--- config.mk ---
export PLATFORM = sky130hd
export DESIGN_NAME = in_handshake_ctrl
export DESIGN_NICKNAME = d
export VERILOG_FILES = /design/src/rtl/in_handshake_ctrl.sv
export SDC_FILE = /design/constraint.sdc
export NUM_CORES = 1
export LEC_CHECK = 0
export ABC_AREA = 1
export CAP_MARGIN = 30
export CORE_MARGIN = 4
export CORE_UTILIZATION = 50
export DETAILED_ROUTE_END_ITERATION = 10
export PLACE_DENSITY = 0.82
export SLEW_MARGIN = 20
export SYNTH_ARGS = -nofsm -noshare
export SYNTH_HDL_FRONTEND = slang
export SYNTH_SLANG_ARGS = --single-unit
--- constraint.sdc ---
create_clock -name clock -period 2.1 [get_ports clock]
set_input_delay 0.42 -clock clock [delete_from_list [all_inputs] [get_ports clock]]
set_output_delay 0.42 -clock clock [all_outputs]
set_load 0.005 [all_outputs]
--- src/rtl/in_handshake_ctrl.sv ---
// rtl/in_handshake_ctrl.sv - IN-instruction responder: key sync/debounce, switch capture, CPU halt handshake (optional INPUT_TIMEOUT_EN)
module in_handshake_ctrl #(
    parameter int DEBOUNCE_CYCLES = 500000,
    parameter int TIMEOUT_CYCLES  = 50000000
) (
    input  logic        clock,
    input  logic        reseta,
    input  logic        req,
    input  logic        botao,
    input  logic [17:0] switch,
    output logic        halt,
    output logic [17:0] dado,
    output logic        valido,
    output logic        expirou,
    output logic        pressionado
);

    localparam int DB_W = $clog2(DEBOUNCE_CYCLES) + 1;
    localparam logic [DB_W-1:0] DB_LAST = DB_W'(DEBOUNCE_CYCLES - 1);

    typedef enum logic [1:0] {
        IDLE   = 2'd0,
        ESPERA = 2'd1,
        SOLTA  = 2'd2
    } state_t;

    // Both counters compare against N-1, so a zero-length window is meaningless.
    if (DEBOUNCE_CYCLES < 1 || TIMEOUT_CYCLES < 1) begin : g_bad_params
        $error("in_handshake_ctrl: DEBOUNCE_CYCLES and TIMEOUT_CYCLES must be >= 1");
    end

    state_t          state, state_n;
    logic            sync1, sync2;
    logic [DB_W-1:0] db_cnt;
    logic            key_lvl, differ, toggle;
    logic            press_evt, release_evt;
    logic            pendente, pend_n;
    logic            halt_n, valido_n, expirou_n;
    logic [17:0]     dado_n;
    logic            timeout_hit;

    // Two-flop synchronizer; resets to 1 so a released key is assumed.
    always_ff @(posedge clock) begin
        if (reseta) begin
            sync1 <= 1'b1;
            sync2 <= 1'b1;
        end else begin
            sync1 <= botao;
            sync2 <= sync1;
        end
    end

    // Key is active-low on the pin; internally 1 means pressed.
    assign key_lvl     = ~sync2;
    assign differ      = (key_lvl != pressionado);
    assign toggle      = differ && (db_cnt == DB_LAST);
    assign press_evt   = toggle && !pressionado;
    assign release_evt = toggle && pressionado;

    // Debounce: debounced level follows the synchronized level only after it has been stable long enough.
    always_ff @(posedge clock) begin
        if (reseta) begin
            db_cnt      <= '0;
            pressionado <= 1'b0;
        end else if (!differ) begin
            db_cnt <= '0;
        end else if (db_cnt == DB_LAST) begin
            db_cnt      <= '0;
            pressionado <= ~pressionado;
        end else begin
            db_cnt <= db_cnt + DB_W'(1);
        end
    end

`ifdef INPUT_TIMEOUT_EN
    localparam int TO_W = $clog2(TIMEOUT_CYCLES) + 1;
    localparam logic [TO_W-1:0] TO_LAST = TO_W'(TIMEOUT_CYCLES - 1);

    logic [TO_W-1:0] wait_cnt;

    // Wait counter is held at zero outside ESPERA so every entry starts a fresh window.
    always_ff @(posedge clock) begin
        if (reseta || state != ESPERA) begin
            wait_cnt <= '0;
        end else begin
            wait_cnt <= wait_cnt + TO_W'(1);
        end
    end

    assign timeout_hit = (state == ESPERA) && (wait_cnt == TO_LAST);
`else
    assign timeout_hit = 1'b0;
`endif

    // Handshake next-state and registered-output values.
    always_comb begin
        state_n   = state;
        halt_n    = halt;
        pend_n    = pendente;
        dado_n    = dado;
        valido_n  = 1'b0;
        expirou_n = 1'b0;
        case (state)
            IDLE: begin
                halt_n = 1'b0;
                if (req) begin
                    state_n = ESPERA;
                    halt_n  = 1'b1;
                end
            end
            ESPERA: begin
                halt_n = 1'b1;
                if (press_evt) begin
                    dado_n   = switch;
                    valido_n = 1'b1;
                    halt_n   = 1'b0;
                    state_n  = SOLTA;
                end else if (timeout_hit) begin
                    dado_n    = switch;
                    valido_n  = 1'b1;
                    expirou_n = 1'b1;
                    halt_n    = 1'b0;
                    state_n   = IDLE;
                end
            end
            SOLTA: begin
                halt_n = pendente;
                if (release_evt) begin
                    if (pendente || req) begin
                        state_n = ESPERA;
                        pend_n  = 1'b0;
                        halt_n  = 1'b1;
                    end else begin
                        state_n = IDLE;
                        halt_n  = 1'b0;
                    end
                end else if (req) begin
                    pend_n = 1'b1;
                    halt_n = 1'b1;
                end
            end
            default: begin
                state_n = IDLE;
                halt_n  = 1'b0;
                pend_n  = 1'b0;
            end
        endcase
    end

    // Handshake state and output registers; reset wins over any event.
    always_ff @(posedge clock) begin
        if (reseta) begin
            state    <= IDLE;
            halt     <= 1'b0;
            pendente <= 1'b0;
            dado     <= '0;
            valido   <= 1'b0;
            expirou  <= 1'b0;
        end else begin
            state    <= state_n;
            halt     <= halt_n;
            pendente <= pend_n;
            dado     <= dado_n;
            valido   <= valido_n;
            expirou  <= expirou_n;
        end
    end

endmodule

==> impl_summary.txt <==
----------------------------------------------------
[Run status]
  Run status ... finished clean

[Timing]
  Final clock period utilization by the worst path ... about nine tenths
  Max-Slew Margin vs Limit ... 59.3%
  Fmax achieved ... 0.530 GHz
  Slew of the pin with the lowest slew margin ... approximately 0.61 ns
  Setup repair after global routing missed its margin ... no
  Final setup fails ... 0
  Number of max-slew violations in the final report ... 0
  Final worst clock skew ... ~0.0075 ns
  Time the final worst path needs with I/O delays and setup ... roughly 1.9 ns
  Endpoints failing hold ... 0
  Setup_tns ... 0 ns

[Clocking]
  TritonCTS Buffers ... 5
  Buffer type at the clock tree root ... clkbuf_8
  Gates resized, CTS repair ... 0
  Post-CTS Repair Setup Buffers ... 0
  Register clock-pin slew on the reported worst setup and hold paths ... 0.08 ns
  Number of buffers on the longest clock path ... 2
  Hold buffer count at cts ... 0
  Clock latency reported for the late side of the worst-skew pair ... around 0.30 ns
  Clock Sink Count ... 46
  TritonCTS clock tree ... done
  H-Tree Level Count ... 2

[Setup path]
  Delay of the slowest cell on the worst path ... between 0.5 and 0.6 ns
  Number of gates on the worst path with buffers counted ... 7
  Slowest library cell on the worst path ... o21ai_1
  Buffers plus inverters on the worst setup path ... 1
  Critical Path Start Type ... flop
  Worst Setup End Kind ... flop
  Type of the worst setup path ... flop to flop
  Arrival time of data at the critical path endpoint ... roughly 2.1 ns
  Ordered cell list for the critical path ... ha_1 -> nand2_1 -> nor2_2 -> nand3_2 -> o21ai_1 -> buf_4 -> nor3b_1
  Worst endpoint required time ... between 2 and 2.5 ns
  Worst R2R Path Depth ... 7
  Critical-path maximum fanout ... 9
  Cell family contributing the most delay on the critical path ... compound AO/OA/AOI/OAI gates

[Power and ir drop]
  Leakage dissipation ... 0.931 nW
  Highest ir drop seen on vdd ... 0.416 mV
  Switching power as a share of total power ... 18.8%
  Part of the power in the clock network ... approximately 46%
  Internal power consumption ... between 0.001 and 0.0015 W
  Switching power total ... 0.000333 W
  Part of the power in registers ... 50.0%
  Overall power after layout ... approximately 0.0018 W
  Relative contribution of combinational cells to total power ... 4.5%
  Cell Pwr Density ... around 650 nW/µm²

[Die]
  Overall die height ... 73.3 µm
  Area enclosed by the die boundary ... between 5000 and 6000 µm²
  Initial core utilization ... 52.5%
  Row count ... 23
  Die X ... 73.3 µm
  Ports placed on the boundary ... 44
  Area inside the core boundary ... a little over 4000 µm²

[Yosys]
  Fraction of synthesized cell area taken by the top area cell type ... 43.2%
  Synthesized Nets ... just under 300
  Cell type with the highest aggregate area in the netlist ... dfxtp_1
  Post-synthesis instance area ... 2130 µm²
  Top FF cell, synth ... dfxtp_1
  Number of flops mapped to enable cells by yosys ... 0
  Sequential share of the synthesized area ... a little over two fifths
  Most frequently used cell type in the post-synthesis netlist ... nor2_1
  Per-instance average area after synthesis ... 7.86 µm²
  Number of warnings reported in the yosys synthesis log ... 0
  FF+latch count, synth ... 46
  List of most frequent post-synthesis cells ... 48 x nor2_1, 46 x dfxtp_1, 45 x inv_1
  FFs w/ async S/R, synth ... 0%
  Count of unique library cells instantiated by Yosys ... 29
  Synthesized instance count ... around 270
  Biggest area contributors in the synthesized netlist ... dfxtp_1 43%, a211oi_2 11%, nor2_1 8.5%

[Final layout]
  Area overhead of the layout relative to synthesis ... 27.4%
  N_diodes ... 0
  NumNets Final ... around 340
  Fraction of layout cells with a size suffix above 1 ... ~14%
  Fill cell total of the finished layout ... about 340

[Drt]
  Per-cell routed wire length ... between 10 and 15 µm
  Iteration-0 DRC Markers ... 100
  Via-to-Cell Ratio ... between 4 and 5
  Residual DRC count ... 0
  First drt pass iteration count ... 4
  Overall routed net length ... 4430 µm
  ANT nets after route ... 0
  Via count of the routed design ... between 1,500 and 2,000

[Placement]
  Final weighted congestion of routability-driven global placement ... between 0.8 and 0.9
  I/O Buffers ... 42
  Dpl hpwl ... about 3200 µm

[Global route]
  Pin count of the biggest net entering global routing ... 39
  Via count of the first global-routing pass ... approximately 1,700
  First-pass GRT wire length ... between 7000 and 8000 µm
  Antenna violations before repair ... 0
  Aggregate global routing overflow ... 0
  GRT Overall Usage ... about 18%

[Job]
  Max Cap Viol ... 0

[Worst hold path]
  Hold path depth ... 1
  Worst Hold Class ... flop to flop

----------------------------------------------------
## sequential cells by signal (all words and copies together), names as in the netlist
name	flops
valido	1
db_cnt	20
state	2
sync1	1
pendente	1
pressionado	1
dado	18
sync2	1
halt	1
## power by group through the flow
stage | clock (W) | sequential, W | combinational, W
2_1_floorplan | 0 | 0.000902 | 0.0000311
3_3_place_gp | 0 | 0.000902 | 0.0000784
3_5_place_dp | 0 | 0.000903 | 0.0000794
4_1_cts | 0.000828 | 0.000882 | 0.0000800
5_1_grt | 0.000866 | 0.000884 | 0.0000883
6_report | 0.000804 | 0.000882 | 0.0000795
## layer usage
layer  global-route usage [%]  routed length, µm  vias up
met4                     7.58                 93        0
li1                         -                  -      938
met5                        0                  0        -
met1                     21.4               1910      827
met3                     5.61                229        9
met2                     30.2               2200       39
## cells by family (layout without fill, tap and decap cells)
family,count (synthesis),after routing,synth area share [%]
simple gates,120,120,25.9
buf+inv,58,101,11.6
flops,46,46,43.2
compound gates,39,39,16.0
xor+xnor,6,6,2.47
fa+ha+maj,1,1,0.587
other cells,1,1,0.176
## per-stage QoR
stage	worst slack, ns	cells	hold WS, ns	area, µm²	util [%]
global placement	0.250	356	0.401	2570	63.4
floorplan	0.554	271	0.389	2130	-
detailed placement	0.209	356	0.401	2570	63.4
CTS	0.152	364	0.423	2710	66.9
global route	0.0389	364	0.453	2710	66.9
finish	0.212	364	0.423	2710	66.9
## placed cells by master, fill, tap and decap left out, types with 5 or more instances in the layout
cell and n:
inv_1 45, dfxtp_1 46, clkbuf_8 6, nand2_1 35
a211oi_2 18, nor2_1 48, nor3_1 9, clkdlybuf4s50_1 42
a21oi_1 14, nor2_2 5, nand3_1 5, nand4_1 6
## final timing paths
kind                  start   endpoint  slack (ns)
setup / recovery  db_cnt[0]  db_cnt[3]        0.21
hold / removal        sync1      sync2        0.42
setup reg to reg  db_cnt[0]  db_cnt[3]        0.21
hold reg to reg       sync1      sync2        0.42
## cell type report
| cell class | count | area (µm²) | area share (%) |
|---|---|---|---|
| multi-input combinational | 167 | 961 | 35.4 |
| sequential | 46 | 921 | 33.9 |
| timing repair buffer | 46 | 450 | 16.6 |
| inverter | 47 | 176 | 6.50 |
| clock buffer | 6 | 82.6 | 3.04 |
| tap | 50 | 62.6 | 2.31 |
| clock inverter | 2 | 60.1 | 2.21 |
Note: power is estimated with default switching activity, not from simulation.
